**src/rtl/serial_pattern_tx.sv**
```systemverilog
// Serial pattern transmitter: shifts a captured parallel pattern out MSB-first on X,
// repeating it a captured number of times with an optional idle gap, then pulses done.
module serial_pattern_tx #(
  parameter int unsigned WIDTH      = 8,
  parameter int unsigned GAP_CYCLES = 2,
  parameter int unsigned REP_W      = 4
) (
  input  logic             clk,
  input  logic             reset,
  input  logic             start,
  input  logic             abort,
  input  logic [WIDTH-1:0] pattern,
  input  logic [REP_W-1:0] reps,
  output logic             X,
  output logic             x_valid,
  output logic             busy,
  output logic             done
);

  localparam int unsigned BW       = $clog2(WIDTH);
  localparam int unsigned GW       = (GAP_CYCLES > 1) ? $clog2(GAP_CYCLES) : 1;
  localparam int unsigned GAP_LAST = (GAP_CYCLES > 0) ? GAP_CYCLES - 1 : 0;

  typedef enum logic [1:0] {IDLE, SHIFT, GAP, DONE} state_t;

  state_t           state_q, state_d;
  logic [WIDTH-1:0] pat_q, pat_d;
  logic [REP_W-1:0] rep_q, rep_d;
  logic [BW-1:0]    bit_q, bit_d;
  logic [GW-1:0]    gap_q, gap_d;
  logic             x_d, xv_d, busy_d, done_d;

  always_ff @(posedge clk or negedge reset) begin
    if (!reset) state_q <= IDLE;
    else        state_q <= state_d;
  end

  // rep_q counts repetitions still to send, including the one in progress;
  // bit_q is the index of the bit currently on X.
  always_comb begin
    state_d = state_q;
    pat_d   = pat_q;
    rep_d   = rep_q;
    bit_d   = bit_q;
    gap_d   = gap_q;
    x_d     = 1'b0;
    xv_d    = 1'b0;
    busy_d  = 1'b0;
    done_d  = 1'b0;
    case (state_q)
      IDLE: begin
        if (start && (reps != '0)) begin
          state_d = SHIFT;
          pat_d   = pattern;
          rep_d   = reps;
          bit_d   = BW'(WIDTH - 1);
          x_d     = pattern[WIDTH-1];
          xv_d    = 1'b1;
          busy_d  = 1'b1;
        end
      end
      SHIFT: begin
        if (abort) begin
          state_d = IDLE;
        end else if (bit_q != '0) begin
          bit_d  = bit_q - BW'(1);
          x_d    = pat_q[bit_d];
          xv_d   = 1'b1;
          busy_d = 1'b1;
        end else if (rep_q > REP_W'(1)) begin
          rep_d  = rep_q - REP_W'(1);
          busy_d = 1'b1;
          if (GAP_CYCLES > 0) begin
            state_d = GAP;
            gap_d   = GW'(GAP_LAST);
          end else begin
            bit_d = BW'(WIDTH - 1);
            x_d   = pat_q[WIDTH-1];
            xv_d  = 1'b1;
          end
        end else begin
          state_d = DONE;
          rep_d   = '0;
          done_d  = 1'b1;
        end
      end
      GAP: begin
        if (abort) begin
          state_d = IDLE;
        end else begin
          busy_d = 1'b1;
          if (gap_q != '0) begin
            gap_d = gap_q - GW'(1);
          end else begin
            state_d = SHIFT;
            bit_d   = BW'(WIDTH - 1);
            x_d     = pat_q[WIDTH-1];
            xv_d    = 1'b1;
          end
        end
      end
      DONE:    state_d = IDLE;
      default: state_d = IDLE;
    endcase
  end

  always_ff @(posedge clk or negedge reset) begin
    if (!reset) begin
      pat_q   <= '0;
      rep_q   <= '0;
      bit_q   <= '0;
      gap_q   <= '0;
      X       <= 1'b0;
      x_valid <= 1'b0;
      busy    <= 1'b0;
      done    <= 1'b0;
    end else begin
      pat_q   <= pat_d;
      rep_q   <= rep_d;
      bit_q   <= bit_d;
      gap_q   <= gap_d;
      X       <= x_d;
      x_valid <= xv_d;
      busy    <= busy_d;
      done    <= done_d;
    end
  end

endmodule

```
**config.mk**
```make
export PLATFORM = sky130hd
export DESIGN_NAME = serial_pattern_tx
export DESIGN_NICKNAME = d
export VERILOG_FILES = /design/src/rtl/serial_pattern_tx.sv
export SDC_FILE = /design/constraint.sdc
export NUM_CORES = 1
export LEC_CHECK = 0
export CORE_MARGIN = 5
export CORE_UTILIZATION = 65
export CTS_CLUSTER_DIAMETER = 50
export DETAILED_ROUTE_END_ITERATION = 10
export DONT_BUFFER_PORTS = 1
export PLACE_DENSITY = 0.77
export SYNTH_ARGS = -nofsm -noshare
export SYNTH_HDL_FRONTEND = slang
export SYNTH_SLANG_ARGS = --single-unit
```
**constraint.sdc**
```tcl
create_clock -name clk -period 2.71 [get_ports clk]
set_input_delay 0.271 -clock clk [delete_from_list [all_inputs] [get_ports clk]]
set_output_delay 0.271 -clock clk [all_outputs]
set_load 0.005 [all_outputs]
```
## Word-level counts from Yosys, hierarchy flattened

Index checks and enable logic that the tools add are counted.

- Add/subtract/negate cells: 3
- Magnitude comparators: 2
- Eq/ne operators: 12
- Multiplexer cells: 47
- Reduce and logical (&&, ||, !) cells: 12

Operator list:

| operator | number |
|---|---|
| 1-bit two-way mux | 25 |
| 4-bit two-way mux | 4 |
| 3-bit two-way mux | 5 |
| 2-bit != test (second input constant) | 7 |
| 2-bit two-way mux | 5 |
| 1-bit one-hot mux with 3 select lines | 3 |
| 3-bit one-hot mux with 3 select lines | 1 |
| 2-bit one-hot mux with 4 select lines | 1 |
| 4-bit one-hot mux with 2 select lines | 1 |
| 3-bit != test (second input constant) | 2 |
| 6-bit AND reduction | 1 |
| 3-bit nonzero test | 2 |
| 5-bit AND reduction | 1 |
| 2-bit equality test (second input constant) | 2 |
| 4-bit by 1-bit greater-than comparator with 1-bit output (second input constant) | 1 |
| 3-bit by 4-bit less-than comparator with 1-bit output (second input constant) | 1 |
| 4-bit AND reduction | 1 |
| 2-bit nonzero test | 2 |
| 4-bit nonzero test | 1 |
| 4-bit by 1-bit subtractor with 4-bit output (second input constant) | 1 |
| 1-bit binary-select mux with 3-bit select | 1 |
| 3-bit AND reduction | 1 |
| 3-bit by 1-bit subtractor with 3-bit output (second input constant) | 1 |
| 2-bit by 1-bit equality test with 1-bit output (second input constant) | 1 |
| other kinds (5) | 5 |

- Register bits after elaboration: 22
- Input port bits: 16
- Output and inout bits: 4
- Logic and storage cells: 85

## Longest topological paths before layout

- Word-level depth: 6
- Mapped depth: 7
- Mapped depth without buffers: 7

## Worst setup path after synthesis

No wires, ideal clock.

- Path type: register -> register
- Start point: register bit_q[0]
- End point: register X
- Library setup time: 0.125 ns
- Arrival: 1.650 ns
- Required time: 2.585 ns
- Path slack: 0.935 ns
- Cell stages (with the launch flop): 7
- Path buffers: 0
- Clock period less this slack: 1.775 ns
- Path through: dfrtp_1 -> inv_1 -> ha_1 -> mux4_2 -> mux2_2 -> nand2_1 -> nand3_1

- Word-level cells in the longest chain between the ends: 6
- Elaborated cells on any way between the ends: 7
- Classes of those cells: add/sub: 1; mux: 5; reduce/logical: 1

Ends and longest elaborated chain:

| what | line | source |
|---|---|---|
| from (decl) | 29 | `logic [BW-1:0] bit_q, bit_d;` |
| from (signal assigned) | 120 | `bit_q <= bit_d;` |
| 3-bit by 1-bit subtractor with 3-bit output | 66 | `bit_d = bit_q - BW'(1);` |
| 1-bit binary-select mux with 3-bit select | 67 | `x_d = pat_q[bit_d];` |
| 1-bit two-way mux (implied by the code) | 67 |  |
| 1-bit two-way mux * | 65 | `end else if (bit_q != '0) begin` |
| 1-bit two-way mux * | 63 | `if (abort) begin` |
| 1-bit one-hot mux with 3 select lines * | 50 | `case (state_q)` |
| net x_d | 31 | `logic x_d, xv_d, busy_d, done_d;` |
| to (signal assigned) | 113 | `X <= 1'b0;` |
| to (signal assigned) | 122 | `X <= x_d;` |
| to (decl) | 14 | `output logic X,` |

Mark *: on every way through the listed nets, which the timed path passes. The rest lies on a longest branch. The select of a mux whose other input is x is not followed.
A chain may end at the register's enable or synchronous reset.

## Final worst setup path

Same ends and word-level chain as after synthesis.

==> results.sh <==
export IMPL_hold_violations=0
export IMPL_gr_usage_met1_pct=23.6
export IMPL_fin_nets=140
export IMPL_rows=15
export IMPL_yosysSeqAreaShare_pct=46.6
export IMPL_combPwrFrac_pct=32.4
export IMPL_via_per_inst=5.80
export IMPL_num_vias=835
export IMPL_status="finished, final reports clean"
export IMPL_p_sw_share_pct=32.6
export IMPL_post_cts_buffers=0
export IMPL_cpLargestDelayFamily="multiplexers"
export IMPL_fin_util_pct=72.8
export IMPL_drive_gt1_share_pct=15.1
export IMPL_post_route_drc_count=0
export IMPL_p_leak_nw=0.585
export IMPL_syn_area_mm2=0.00118
export IMPL_power_density_mw_per_mm2=876
export IMPL_synthCells=117
export IMPL_path_buf_inv=1
export IMPL_postRouteAntennaNets=0
export IMPL_setup_worst_path_end_class="flip-flop"
export IMPL_htreeDepth=1
export IMPL_register_area_um2=551
export IMPL_cts_tree="yes"
export IMPL_cp_max_fo=3
export IMPL_rsz0062_at_grt="no"
export IMPL_power_frac_clock_pct=22.8
export IMPL_diodes=0
export IMPL_fin_crit_ns=1.87
export IMPL_setup_viol=0
export IMPL_hp_class="in2reg"
export IMPL_multi_input_area_um2=574
export IMPL_synthToLayoutAreaGrowth_pct=6.24
export IMPL_fillers=127
export IMPL_cts_root_buf="clkbuf_4"
export IMPL_use_met2_pct=28.3
export IMPL_io_pins=20
export IMPL_core_mm2=0.00173
export IMPL_grt_pass1_wl_um=3640
export IMPL_use_met3_pct=3.99
export IMPL_fp_dieW_um=52.7
export IMPL_synthDistinctLibCells=36
export IMPL_cts_buffers=3
export IMPL_dieArea_mm2=0.00277
export IMPL_antenna_found_initial=0
export IMPL_crit_type="reg2reg"
export IMPL_initial_core_util_pct=68.5
export IMPL_hpwl_um=1600
export IMPL_crit_chain="inv_1 > ha_1 > mux4_2 > mux2_2 > nand2_1 > nand3_1"
export IMPL_tns_ns=0
export IMPL_cp_slowest_stage_delay_ns=0.50
export IMPL_cts_sinks=22
export IMPL_die_y_um=52.7
export IMPL_gp_congestion=0.874
export IMPL_slowest_stage="mux4_2"
export IMPL_maxCapViolations=0
export IMPL_worstSkewPairLatency_ns=0.31
export IMPL_arrival_ns=2.07
export IMPL_skew_ns=0.000943
export IMPL_cts_clk_slew_worst_paths_ns=0.12
export IMPL_worst_slew_pin_slew_ns=0.944
export IMPL_drtPass1Iterations=4
export IMPL_required_ns=2.92
export IMPL_timing_slew_headroom_pct=36.9
export IMPL_grt_max_degree=23
export IMPL_p_sw_uw=358
export IMPL_overflow=0
export IMPL_power_internal_uw=741
export IMPL_routed_wl_um=2190
export IMPL_grtUsageTotal_pct=18.2
export IMPL_holdWs_ns=0.0262
export IMPL_syn_area_per_cell_um2=10.1
export IMPL_clock_path_buffers=2
export IMPL_seqPwrFrac_pct=44.8
export IMPL_synth_seq_cells=22
export IMPL_port_buffers=0
export IMPL_grt_pass1_vias=817
export IMPL_cp_start_kind="flip-flop"
export IMPL_fmax_ghz=0.536
export IMPL_final_max_slew_violation_count=0
export IMPL_yosysWarnings=0
export IMPL_ir_drop_v=0.000580
export IMPL_syn_nets=137
export IMPL_wl_per_cell_um=15.2
export IMPL_drt_iter0_drc=15
export IMPL_top_usage_layer="met2"
export IMPL_fin_crit_sh_pct=68.8
## power by group through the flow
stage	clock, mW	sequential, mW	combinational (mW)
CTS	0.254	0.491	0.358
finish	0.251	0.492	0.357
global placement	0	0.494	0.339
global route	0.267	0.502	0.406
detailed placement	0	0.498	0.349
floorplan	0	0.469	0.315
## metrics by stage
step	std cells	worst slack (ns)	area [µm²]	power, mW
after floorplan	117	0.935	1180	0.784
after global placement	139	0.906	1190	0.833
after detailed placement	139	0.859	1190	0.847
after CTS	144	0.834	1260	1.10
after global routing	144	0.714	1260	1.17
final	144	0.845	1260	1.10
## kinds of logic after synthesis
logic type	Yosys count	synth area share [%]
compound gates	16	10.4
xor+xnor	1	0.741
fa+ha+maj	4	4.23
buf+inv	12	5.40
flops	22	46.6
mux	6	8.15
simple gates	56	24.5
## cell usage after synthesis
| library cell | n | area [µm²] |
|---|---|---|
| or4_4 | 1 | 11.3 |
| nand2_1 | 33 | 124 |
| ha_1 | 4 | 50.1 |
| dfrtp_1 | 22 | 551 |
| nand2b_1 | 3 | 18.8 |
| a22oi_1 | 1 | 7.51 |
| or3b_1 | 1 | 8.76 |
| a22o_1 | 3 | 26.3 |
| mux2i_1 | 1 | 10.0 |
| o21ai_0 | 2 | 10.0 |
| nand3_1 | 1 | 5.00 |
| buf_6 | 2 | 22.5 |
| nand2_8 | 1 | 20.0 |
| nor4_2 | 1 | 12.5 |
| a2bb2oi_1 | 1 | 8.76 |
| a31o_2 | 1 | 8.76 |
| nor3_2 | 1 | 10.0 |
| o22ai_1 | 1 | 6.26 |
| or3_1 | 1 | 6.26 |
| or3_4 | 1 | 11.3 |
| o32a_1 | 1 | 10.0 |
| nor3_1 | 3 | 15.0 |
| a21oi_1 | 1 | 5.00 |
| mux2_4 | 2 | 30.0 |
| inv_1 | 8 | 30.0 |
| clkbuf_1 | 1 | 3.75 |
| buf_4 | 1 | 7.51 |
| mux4_2 | 2 | 45.0 |
| xnor2_1 | 1 | 8.76 |
| nor2_1 | 6 | 22.5 |
| nor3b_2 | 1 | 12.5 |
| o31ai_1 | 3 | 22.5 |
| mux2_2 | 1 | 11.3 |
| o32ai_1 | 1 | 8.76 |
| nor4_1 | 2 | 12.5 |
| o41ai_1 | 1 | 8.76 |
## registers in the layout, indices dropped and copies added (netlist names)
register / count
bit_q: 3
state_q: 2
gap_q: 1
rep_q: 4
done: 1
busy: 1
x_valid: 1
pat_q: 8
X: 1
## routing by layer
metal | share of wire [%] | vias up
met4 | 2.1 | 0
met5 | 0 | -
met2 | 48 | 16
met1 | 47 | 407
met3 | 2.8 | 6
li1 | - | 406
## what timing repair did
action	CTS	global route
endpoints found under the hold margin	22	0
resized for setup	0	0
hold buffers	1	0
## cell type report
class | count | area share (%)
repair buffers | 2 | 1.39
flip-flops and latches | 22 | 43.8
inverters | 8 | 2.39
clock buffers | 3 | 1.79
well taps | 25 | 2.49
multi-input cells | 83 | 45.7
clock inverters | 1 | 2.39
## placed cells by master, fill, tap and decap left out, types with 2 or more instances in the layout
master | synthesis | layout
o31ai_1 | 3 | 3
mux4_2 | 2 | 2
inv_1 | 8 | 8
nor2_1 | 6 | 6
a22o_1 | 3 | 3
clkbuf_4 | 0 | 3
ha_1 | 4 | 4
o21ai_0 | 2 | 2
nor3_1 | 3 | 3
mux2_4 | 2 | 2
nand2_1 | 33 | 33
nor4_2 | 1 | 2
nand2b_1 | 3 | 3
dfrtp_1 | 22 | 22
## final timing paths
check / startpoint / to / slack [ns] / cells past startpoint
max in group asynchronous: reset / pat_q[2] / 1.60 / 1
min in group asynchronous: reset / X / 0.54 / 1
worst min register to register: pat_q[0] / pat_q[0] / 0.50 / 2
worst max register to register: bit_q[0] / X / 0.84 / 6
worst max-delay path: bit_q[0] / X / 0.84 / 6
worst min-delay path: abort / state_q[1] / 0.03 / 1
(Power assumes the default switching activity.)
